`config.mk`:
```
export PLATFORM = sky130hd
export DESIGN_NAME = button_press_classifier
export DESIGN_NICKNAME = d
export VERILOG_FILES = /design/src/rtl/button_pkg.sv /design/src/rtl/button_press_classifier.sv
export SDC_FILE = /design/constraint.sdc
export NUM_CORES = 1
export LEC_CHECK = 0
export ABC_AREA = 1
export BUFFER_PORTS_ARGS = -buffer_cell sky130_fd_sc_hd__buf_2
export CAP_MARGIN = 20
export CORE_ASPECT_RATIO = 0.7
export CORE_MARGIN = 2
export CORE_UTILIZATION = 60
export CTS_CLUSTER_SIZE = 14
export DETAILED_ROUTE_END_ITERATION = 12
export GPL_TIMING_DRIVEN = 0
export PLACE_DENSITY_LB_ADDON = 0.15
export REMOVE_ABC_BUFFERS = 1
export SYNTH_ARGS = -nofsm -noshare
export SYNTH_HDL_FRONTEND = slang
export SYNTH_SLANG_ARGS = --single-unit
```
`constraint.sdc`:
```
create_clock -name clk -period 5.5 [get_ports clk]
set_clock_uncertainty 0.1 [all_clocks]
set_input_delay 0.55 -clock clk [delete_from_list [all_inputs] [get_ports clk]]
set_output_delay 0.55 -clock clk [all_outputs]
set_load 0.03 [all_outputs]
```
`src/rtl/button_pkg.sv`:
```
// Shared types and default timing for the button gesture classifier.
// Default cycle counts assume a 100 MHz system clock.
package button_pkg;

  typedef enum logic [2:0] {
    IDLE           = 3'd0,
    PRESSED        = 3'd1,
    LONG_HELD      = 3'd2,
    WAIT_SECOND    = 3'd3,
    SECOND_PRESSED = 3'd4
  } press_state_t;

  localparam int unsigned LONG_CYCLES_DEF   = 50_000_000;
  localparam int unsigned DCLICK_CYCLES_DEF = 25_000_000;
  localparam int unsigned REPEAT_CYCLES_DEF = 10_000_000;

endpackage

```
`src/rtl/button_press_classifier.sv`:
```
// Turns debounced level/edge pulses into one-cycle short, long, double-click and repeat events.
// All outputs are registered; busy mirrors the state being anything other than IDLE.
module button_press_classifier
  import button_pkg::*;
#(
  parameter int unsigned CNT_W         = 32,
  parameter int unsigned LONG_CYCLES   = LONG_CYCLES_DEF,
  parameter int unsigned DCLICK_CYCLES = DCLICK_CYCLES_DEF,
  parameter int unsigned REPEAT_CYCLES = REPEAT_CYCLES_DEF,
  parameter int unsigned REPEAT_EN     = 1
) (
  input  logic clk,
  input  logic reset,
  input  logic enable,
  input  logic level,
  input  logic p_edge,
  input  logic n_edge,
  output logic short_press,
  output logic long_press,
  output logic double_click,
  output logic repeat_tick,
  output logic busy
);

  localparam logic [CNT_W-1:0] LongLast   = CNT_W'(LONG_CYCLES - 1);
  localparam logic [CNT_W-1:0] DclickLast = CNT_W'(DCLICK_CYCLES - 1);
  localparam logic [CNT_W-1:0] RepeatLast = CNT_W'(REPEAT_CYCLES - 1);
  localparam logic [CNT_W-1:0] CntOne     = CNT_W'(1);

  press_state_t     r_state;
  logic [CNT_W-1:0] r_cnt;

  // A simultaneous p_edge/n_edge is treated as n_edge only.
  logic w_press;
  logic w_release;
  logic w_level_unused;

  assign w_press        = p_edge & ~n_edge;
  assign w_release      = n_edge;
  assign w_level_unused = level;

  always_ff @(posedge clk) begin
    short_press  <= 1'b0;
    long_press   <= 1'b0;
    double_click <= 1'b0;
    repeat_tick  <= 1'b0;
    if (reset || !enable) begin
      r_state <= IDLE;
      r_cnt   <= '0;
      busy    <= 1'b0;
    end else begin
      unique case (r_state)
        IDLE: begin
          r_cnt <= '0;
          if (w_press) begin
            r_state <= PRESSED;
            busy    <= 1'b1;
          end
        end
        PRESSED: begin
          if (w_release) begin
            r_state <= WAIT_SECOND;
            r_cnt   <= '0;
          end else if (r_cnt == LongLast) begin
            r_state    <= LONG_HELD;
            r_cnt      <= '0;
            long_press <= 1'b1;
          end else begin
            r_cnt <= r_cnt + CntOne;
          end
        end
        LONG_HELD: begin
          if (w_release) begin
            r_state <= IDLE;
            r_cnt   <= '0;
            busy    <= 1'b0;
          end else if (REPEAT_EN == 0) begin
            // Untimed without repeats, so the counter can never run away.
            r_cnt <= '0;
          end else if (r_cnt == RepeatLast) begin
            r_cnt       <= '0;
            repeat_tick <= 1'b1;
          end else begin
            r_cnt <= r_cnt + CntOne;
          end
        end
        WAIT_SECOND: begin
          // A press on the timeout cycle still counts as the second click.
          if (w_press) begin
            r_state <= SECOND_PRESSED;
            r_cnt   <= '0;
          end else if (r_cnt == DclickLast) begin
            r_state     <= IDLE;
            r_cnt       <= '0;
            busy        <= 1'b0;
            short_press <= 1'b1;
          end else begin
            r_cnt <= r_cnt + CntOne;
          end
        end
        SECOND_PRESSED: begin
          r_cnt <= '0;
          if (w_release) begin
            r_state      <= IDLE;
            busy         <= 1'b0;
            double_click <= 1'b1;
          end
        end
        default: begin
          r_state <= IDLE;
          r_cnt   <= '0;
          busy    <= 1'b0;
        end
      endcase
    end
  end

endmodule

```
==> metrics.txt, run 1 <==
outcome finished, final reports clean; post-synthesis simple-gate area fraction 0.447; vias in the first global route roughly 2000; Initial DRC Count around 250; largest family of logic cells by synthesized area simple AND/OR/NAND/NOR gates; DIE AREA about 0.0045 mm²; Slew Limit Fails 0; Fmax between 400 and 500 MHz; most common cell after layout, fill and taps aside nand2_1; Buf/Inv on CP 0; most frequent cells in the layout nand2_1, nor2_1, inv_1; CP endpoint kind flip-flop; HPWL after DPL approximately 4500 µm; I/O pin count 11; Post-Synth Adder-Cell Area 0.00524; area grow syn2layout 7.13%; drc violations 0; Seq/Total Area, Yosys 0.336; post-synth top area share 0.336; PostCTS Resize Cnt 0; flops & latches, synth 40; Syn Area/Cell ~6.7 µm²; ratio of final minimum period to clock period 0.398; core area slightly below 0.004 mm²; CTS clk-pin slew, worst paths around 80 ps; max-cap violation count 0; vias per std cell 5.44; Startpoint Class flip-flop; Non-Filler Instances ~420; TNS Setup 0 ps; cell depth of the worst hold path 2; power per cell area 217 mW/mm²; latest clock arrival within the worst-skew pair ~300 ps; H-tree levels 2; main area contributors after synthesis dfxtp_1, nand2_1, nor2_1, xor2_1, inv_1; Synth Instances 356; worst-path maximum fanout 21; library cells used by synthesis 32; Inst Count DP 413; post-route ant nets 0; slowest CP cell dfxtp_1; mux contribution to synthesized area 0; postcts setup bufs 0; hold buffer count at CTS 0; Final Hold Viols 0; Synth Area in Compound Gates 0.0236; CP Depth 10; Slew @ Worst Pin 580 ps; area of the mapped netlist 0.00239 mm²; Top Usage Layer GRT met1; initial antenna violation count 0; drt wl/cell approximately 14 µm; # diodes 0; clock net sink count 40; global-route wire length before repair 9740 µm; initial core utilization 0.616; critical path's top delay family simple AND/OR/NAND/NOR gates; CTS tree built; layout cells sized above 1 0.108; RePlAce Congestion around 0.95; area leader, netlist dfxtp_1; clk buf depth 2; Worst R2R Path Depth 10; worst-path cell chain ha_1 > nand3_2 > nor2_4 > nand2_4 > nor2_1 > nand2_1 > nand2_2 > nand3_4 > nand2_4 > nor2_1; grt met2 use 0.377; routed wire length between 5000 and 6000 µm; Rows 19; Leak Pwr approximately 0.0011 µW; RSZ-0062 raised after global routing false; die extent in y between 50 and 60 µm; 1st-pass router iterations 5; CP Class reg -> reg; post-synthesis xor/xnor area fraction 0.0881; Max stage delay on crit path roughly 400 ps; PortBufs 9; via count 2291; Final nets 375; root buf cell clkbuf_8; largest net degree at the start of global routing 22; Slew headroom 0.612; Yosys Warn Count 0; Arr. time, crit path approximately 2300 ps; TritonCTS Buffers 5; worst vdd ir 161 µV; fin crit period 2190 ps; final setup vio count 0; Critical Path RT around 5600 ps; Tot GR Track Use 0.288; grt total ovfl 0; worst min-delay path class in -> reg; grt met1 use 0.456; die width 79.4 µm; met3 Use GR 0.0611
power by group:
group	switching [µW]	total [µW]	internal (µW)
sequential	0.926	292	291
combinational	16.9	24.4	7.45
clock	105	240	135
cells in the mapped netlist:
| cell | count |
|---|---|
| o21ai_0 | 2 |
| or2_2 | 1 |
| nand4_1 | 10 |
| o22ai_1 | 2 |
| buf_12 | 1 |
| ha_1 | 1 |
| and3_1 | 1 |
| nand2_1 | 73 |
| a31oi_1 | 1 |
| nand3b_1 | 1 |
| xnor2_1 | 2 |
| nor3_4 | 1 |
| nor3_2 | 1 |
| nor3_1 | 14 |
| nand2_2 | 2 |
| buf_6 | 2 |
| nor3b_1 | 1 |
| o31ai_1 | 1 |
| a21oi_1 | 4 |
| nor2_4 | 2 |
| inv_1 | 51 |
| nand3_2 | 1 |
| nor4_1 | 6 |
| nand3_1 | 32 |
| nand2_4 | 2 |
| xor2_1 | 22 |
| nor2_2 | 13 |
| nand3_4 | 1 |
| buf_2 | 1 |
| nor2_1 | 63 |
| dfxtp_1 | 40 |
| and2_1 | 1 |
final timing paths:
path	from	to	slack, ps
min reg2reg	busy$_SDFFE_PP0P_	busy$_SDFFE_PP0P_	380
max reg2reg	r_cnt[0]$_SDFF_PP0_	r_cnt[28]$_SDFF_PP0_	3310
max	r_cnt[0]$_SDFF_PP0_	r_cnt[28]$_SDFF_PP0_	3310
min	n_edge	long_press$_SDFF_PP0_	340
registers in the layout, indices dropped and copies added, names as in the netlist:
register / flops
long_press: 1
short_press: 1
r_state: 3
repeat_tick: 1
busy: 1
double_click: 1
r_cnt: 32
cell type report:
cell class,instances,area (µm²)
Multi-Input combinational cell,261,1350
Clock inverter,2,35.0
Fill cell,377,1320
Timing Repair Buffer,9,45.0
Tap cell,52,65.1
Inverter,51,191
Clock buffer,6,72.6
Sequential cell,40,801
per-stage QoR:
| step | area, µm² | utilization | hold WS [ps] | setup WS [ps] | total power [µW] |
|---|---|---|---|---|---|
| floorplan | 2340 | - | 341 | 3660 | 316 |
| global placement | 2450 | 0.632 | 350 | 3260 | 322 |
| detailed placement | 2450 | 0.632 | 376 | 3280 | 322 |
| CTS | 2560 | 0.660 | 333 | 3290 | 560 |
| global route | 2560 | 0.660 | 338 | 3110 | 577 |
| finish | 2560 | 0.660 | 341 | 3310 | 556 |
metal layers:
layer / vias to the layer above / share of wire
met3: 11 / 0.083
li1: 1151 / -
met5: - / 0
met1: 1041 / 0.51
met2: 88 / 0.40
met4: 0 / 0.014
cell families (layout without fill, tap and decap cells):
kind of cell               after synthesis  count (layout)
and+or+nand+nor                        226             226
buffers and inverters                   55              68
DFF                                     40              40
xor gates and xnor gates                24              24
AOI/OAI and AO/OA                       10              10
adders and majority gates                1               1
worst register-to-register path, stage by stage (launching register included):
cell and delay [ps]:
dfxtp_1 400, ha_1 250, nand3_2 140, nor2_4 160
nand2_4 110, nor2_1 120, nand2_1 90, nand2_2 100
nand3_4 190, nand2_4 320, nor2_1 100
Note: power is estimated with default switching activity, not from simulation.
==> run 2, diff against run 1 <==
ABC_AREA = 0   (was 1)
clock period = 2.2 ns   (was 5.5 ns; I/O delays follow)
==> run 2 against run 1 <==
Register-to-register slack lost 3200 ps. Clock-buffer cell count unchanged. Flip-flop and latch count is the same. Combinational power up 72%. Maximum frequency up 3.0%. Critical path type unchanged. Critical endpoint is now r_state[1]$_SDFFE_PP0P_. Largest cell class unchanged.
==> metrics.txt, run 2 <==
outcome finished, final reports clean; H-tree levels 2 (unchanged); number of synthesized flops with an enable pin 0 (unchanged); area leader, netlist dfxtp_1; Internal 1080 µW (+150%); Hold Worst Slack 104 ps (-237 ps); Syn Area/Cell 9.51 µm² (+42%); PortBufs 9 (unchanged); Hold Crit Start reset; Seq pwr share 0.532 (+0.007); Largest regs r_cnt: 32 flops, r_state: 3 flops; post-synth top area share 0.371 (+0.0354); Yosys Warn Count 0 (unchanged); initial core utilization 0.618 (+0.00252); Critical Path RT 2320 ps (-3260 ps); Final Hold Viols 0 (unchanged); CP endpoint kind flip-flop; CP Class reg -> reg; initial antenna violation count 0 (unchanged); R2R setup slack 80 ps (-3240 ps); cell depth of the worst hold path 4 (+2); ratio of final minimum period to clock period 0.965 (+0.567); FFs w/ async S/R, synth 0 (unchanged); via count 1910 (-17%); Final nets 253 (-33%); Slew Limit Fails 0 (unchanged); Arr. time, crit path 2250 ps (-20 ps); drt wl/cell 18.1 µm (+30%); Non-Filler Instances 297 (-29%); max-cap violation count 0 (unchanged); final worst slack 77.0 ps (-3240 ps); sequential cell area 803 µm² (+0.31%); RePlAce Congestion 0.823 (-13%); drc violations 0 (unchanged); Leak Pwr 0.000825 µW (-22%); area grow syn2layout 19.0%; clock net sink count 40 (unchanged); global-route wire length before repair 8430 µm (-13%); CTS tree built; Inst Count DP 274 (-34%); power per cell area 532 mW/mm² (+140%); largest register by flop count r_cnt; Tot GR Track Use 0.279 (-0.00867); library cells used by synthesis 44 (+38%); final setup vio count 0 (unchanged); 1st-pass router iterations 7 (+2); Most used DFF post-synth dfxtp_1; # diodes 0 (unchanged); vias in the first global route 1682 (-14%); Largest register FFs 32 (unchanged); Slew headroom 0.477 (-0.136); flops & latches, synth 40 (unchanged); worst-path cell chain or4_1 > nor2_4 > nand4_1 > buf_4 > a221oi_2 > mux2i_1; TNS Setup 0 ps (unchanged); slowest CP cell or4_1; worst vdd ir 425 µV (+160%); layout cells sized above 1 0.243 (+0.135); Synth Instances 227 (-36%); Rows 18 (-1); most frequent cell after synthesis dfxtp_1; area occupied by multi-input gates 0.00135 mm² (+0.56%); clk buf depth 2 (unchanged); Max stage delay on crit path 580 ps (+180 ps); worst-path maximum fanout 4 (-81%); DIE AREA 0.00410 mm² (-9.0%); fin crit period 2120 ps (-63.6 ps); Worst R2R Path Depth 6 (-4); worst min-delay path class in -> reg; most common cell after layout, fill and taps aside dfxtp_1; CTS clk-pin slew, worst paths 80 ps (about the same); hold buffer count at CTS 0 (unchanged); fillers 250 (-34%); die extent in y 54.2 µm (-4.5%); I/O pin count 11 (unchanged); largest net degree at the start of global routing 33 (+50%); latest clock arrival within the worst-skew pair 300 ps (about the same); most frequent cells in the layout dfxtp_1, a211oi_1, xor2_1; post-route ant nets 0 (unchanged); grt total ovfl 0 (unchanged); area of the mapped netlist 0.00216 mm² (-9.5%); FF-to-FF Start r_cnt[7]$_SDFF_PP0_; clock power share 0.437 (+0.006); routed wire length 5370 µm (-8.5%); core area 0.00349 mm² (-9.9%); PnR Total Power 1370 µW (+150%); combinational share of power 0.031 (-0.013); Slew @ Worst Pin 779 ps (+199 ps); Switch Pwr 288 µW (+130%); Worst R2R End r_state[1]$_SDFFE_PP0P_; vias per std cell 6.43 (+18%); root buf cell clkbuf_8; die width 75.7 µm (-4.6%); post-place setup slack -748 ps (-4030 ps); Hold Path Sink short_press$_SDFF_PP0_; Initial DRC Count 132 (-46%); top cells by count, synth dfxtp_1, a211oi_1, xor2_1; main area contributors after synthesis dfxtp_1, a211oi_1, xor2_1, xnor2_1, nand3_1; Seq/Total Area, Yosys 0.371 (+0.0354); Sw Share 0.211 (-0.0102); Startpoint Class flip-flop; HPWL after DPL 3000 µm (-34%); Fmax 471 MHz (+3.0%); TritonCTS Buffers 5 (unchanged)
-- run 2: cell types whose count changed in the layout (fill, tap and decap cells not counted), sizes merged, moves of 4 or more --
cell / delta
xnor2: +8
a211oi: +32
nand4: +4
and4: +4
buf: +15
nor3: -12
nand2: -67
nand3: -18
inv: -46
nor2: -71
o21ai: +5
-- run 2: metal layers --
layer | wire length, µm | GRT usage | up-vias | part of all wire
li1 | - | - | 906 | -
met1 | 2400 | 0.394 | 918 | 0.45
met2 | 2540 | 0.417 | 72 | 0.47
met3 | 339 | 0.0655 | 14 | 0.063
met4 | 95 | 0.0965 | 0 | 0.018
met5 | 0 | 0 | - | 0
-- run 2: worst max-delay path by stage --
stage,start,end,slack (ps),cells after the start
floorplan,r_cnt[16]$_SDFF_PP0_,r_cnt[0]$_SDFF_PP0_,-170,5
global placement,r_cnt[11]$_SDFF_PP0_,r_cnt[11]$_SDFF_PP0_,-600,5
detailed placement,r_cnt[11]$_SDFF_PP0_,r_cnt[10]$_SDFF_PP0_,-750,5
CTS,r_cnt[28]$_SDFF_PP0_,r_cnt[23]$_SDFF_PP0_,2,6
global route,r_cnt[20]$_SDFF_PP0_,r_cnt[27]$_SDFF_PP0_,-40,7
finish,r_cnt[7]$_SDFF_PP0_,r_state[1]$_SDFFE_PP0P_,80,6
-- run 2: final cells by class --
type                    count  share of cell area
well taps                  50              0.0244
clock inverters             2              0.0136
inverters                   5             0.00731
multi-input cells         170               0.527
clock buffers               6              0.0283
repair buffers             24              0.0863
flip-flops and latches     40               0.313
-- run 2: logic make-up (layout without fill, tap and decap cells) --
family,after synthesis,count (layout),share of synthesized area
fa+ha+maj,1,1,0.00580
xor+xnor,29,29,0.118
mux,1,1,0.00464
simple gates,90,90,0.279
compound gates,48,49,0.177
buf+inv,18,37,0.0446
flops,40,40,0.371
-- run 2: worst max-delay path, delay by kind of cell (launching register included) --
kind / cells / cell delay (ps)
and+or+nand+nor: 3 / 870
muxes: 1 / 230
AOI/OAI and AO/OA: 1 / 290
DFF: 1 / 370
buffers and inverters: 1 / 180
-- run 2: power by group through the flow --
stage	Clock [µW]	Sequential, µW	Combinational [µW]
2_1_floorplan	0	745	20.2
3_3_place_gp	0	744	31.9
3_5_place_dp	0	744	33.4
4_1_cts	602	726	38.5
5_1_grt	633	727	45.2
6_report	597	727	41.9
-- run 2: metrics by stage --
stage,utilization,area (µm²)
after detailed placement,0.635,2220
after CTS,0.709,2470
final,0.735,2570
after global routing,0.735,2570
after global placement,0.627,2190
after floorplan,-,2080
-- run 2: what timing repair did --
item / CTS / global route
endpoints found under the hold margin: 0 / 0
setup buffers: 10 / 3
setup endpoints to repair: 34 / 34
pin swaps: 7 / 3
gates cloned: 1 / 0
gates resized for setup: 6 / 14
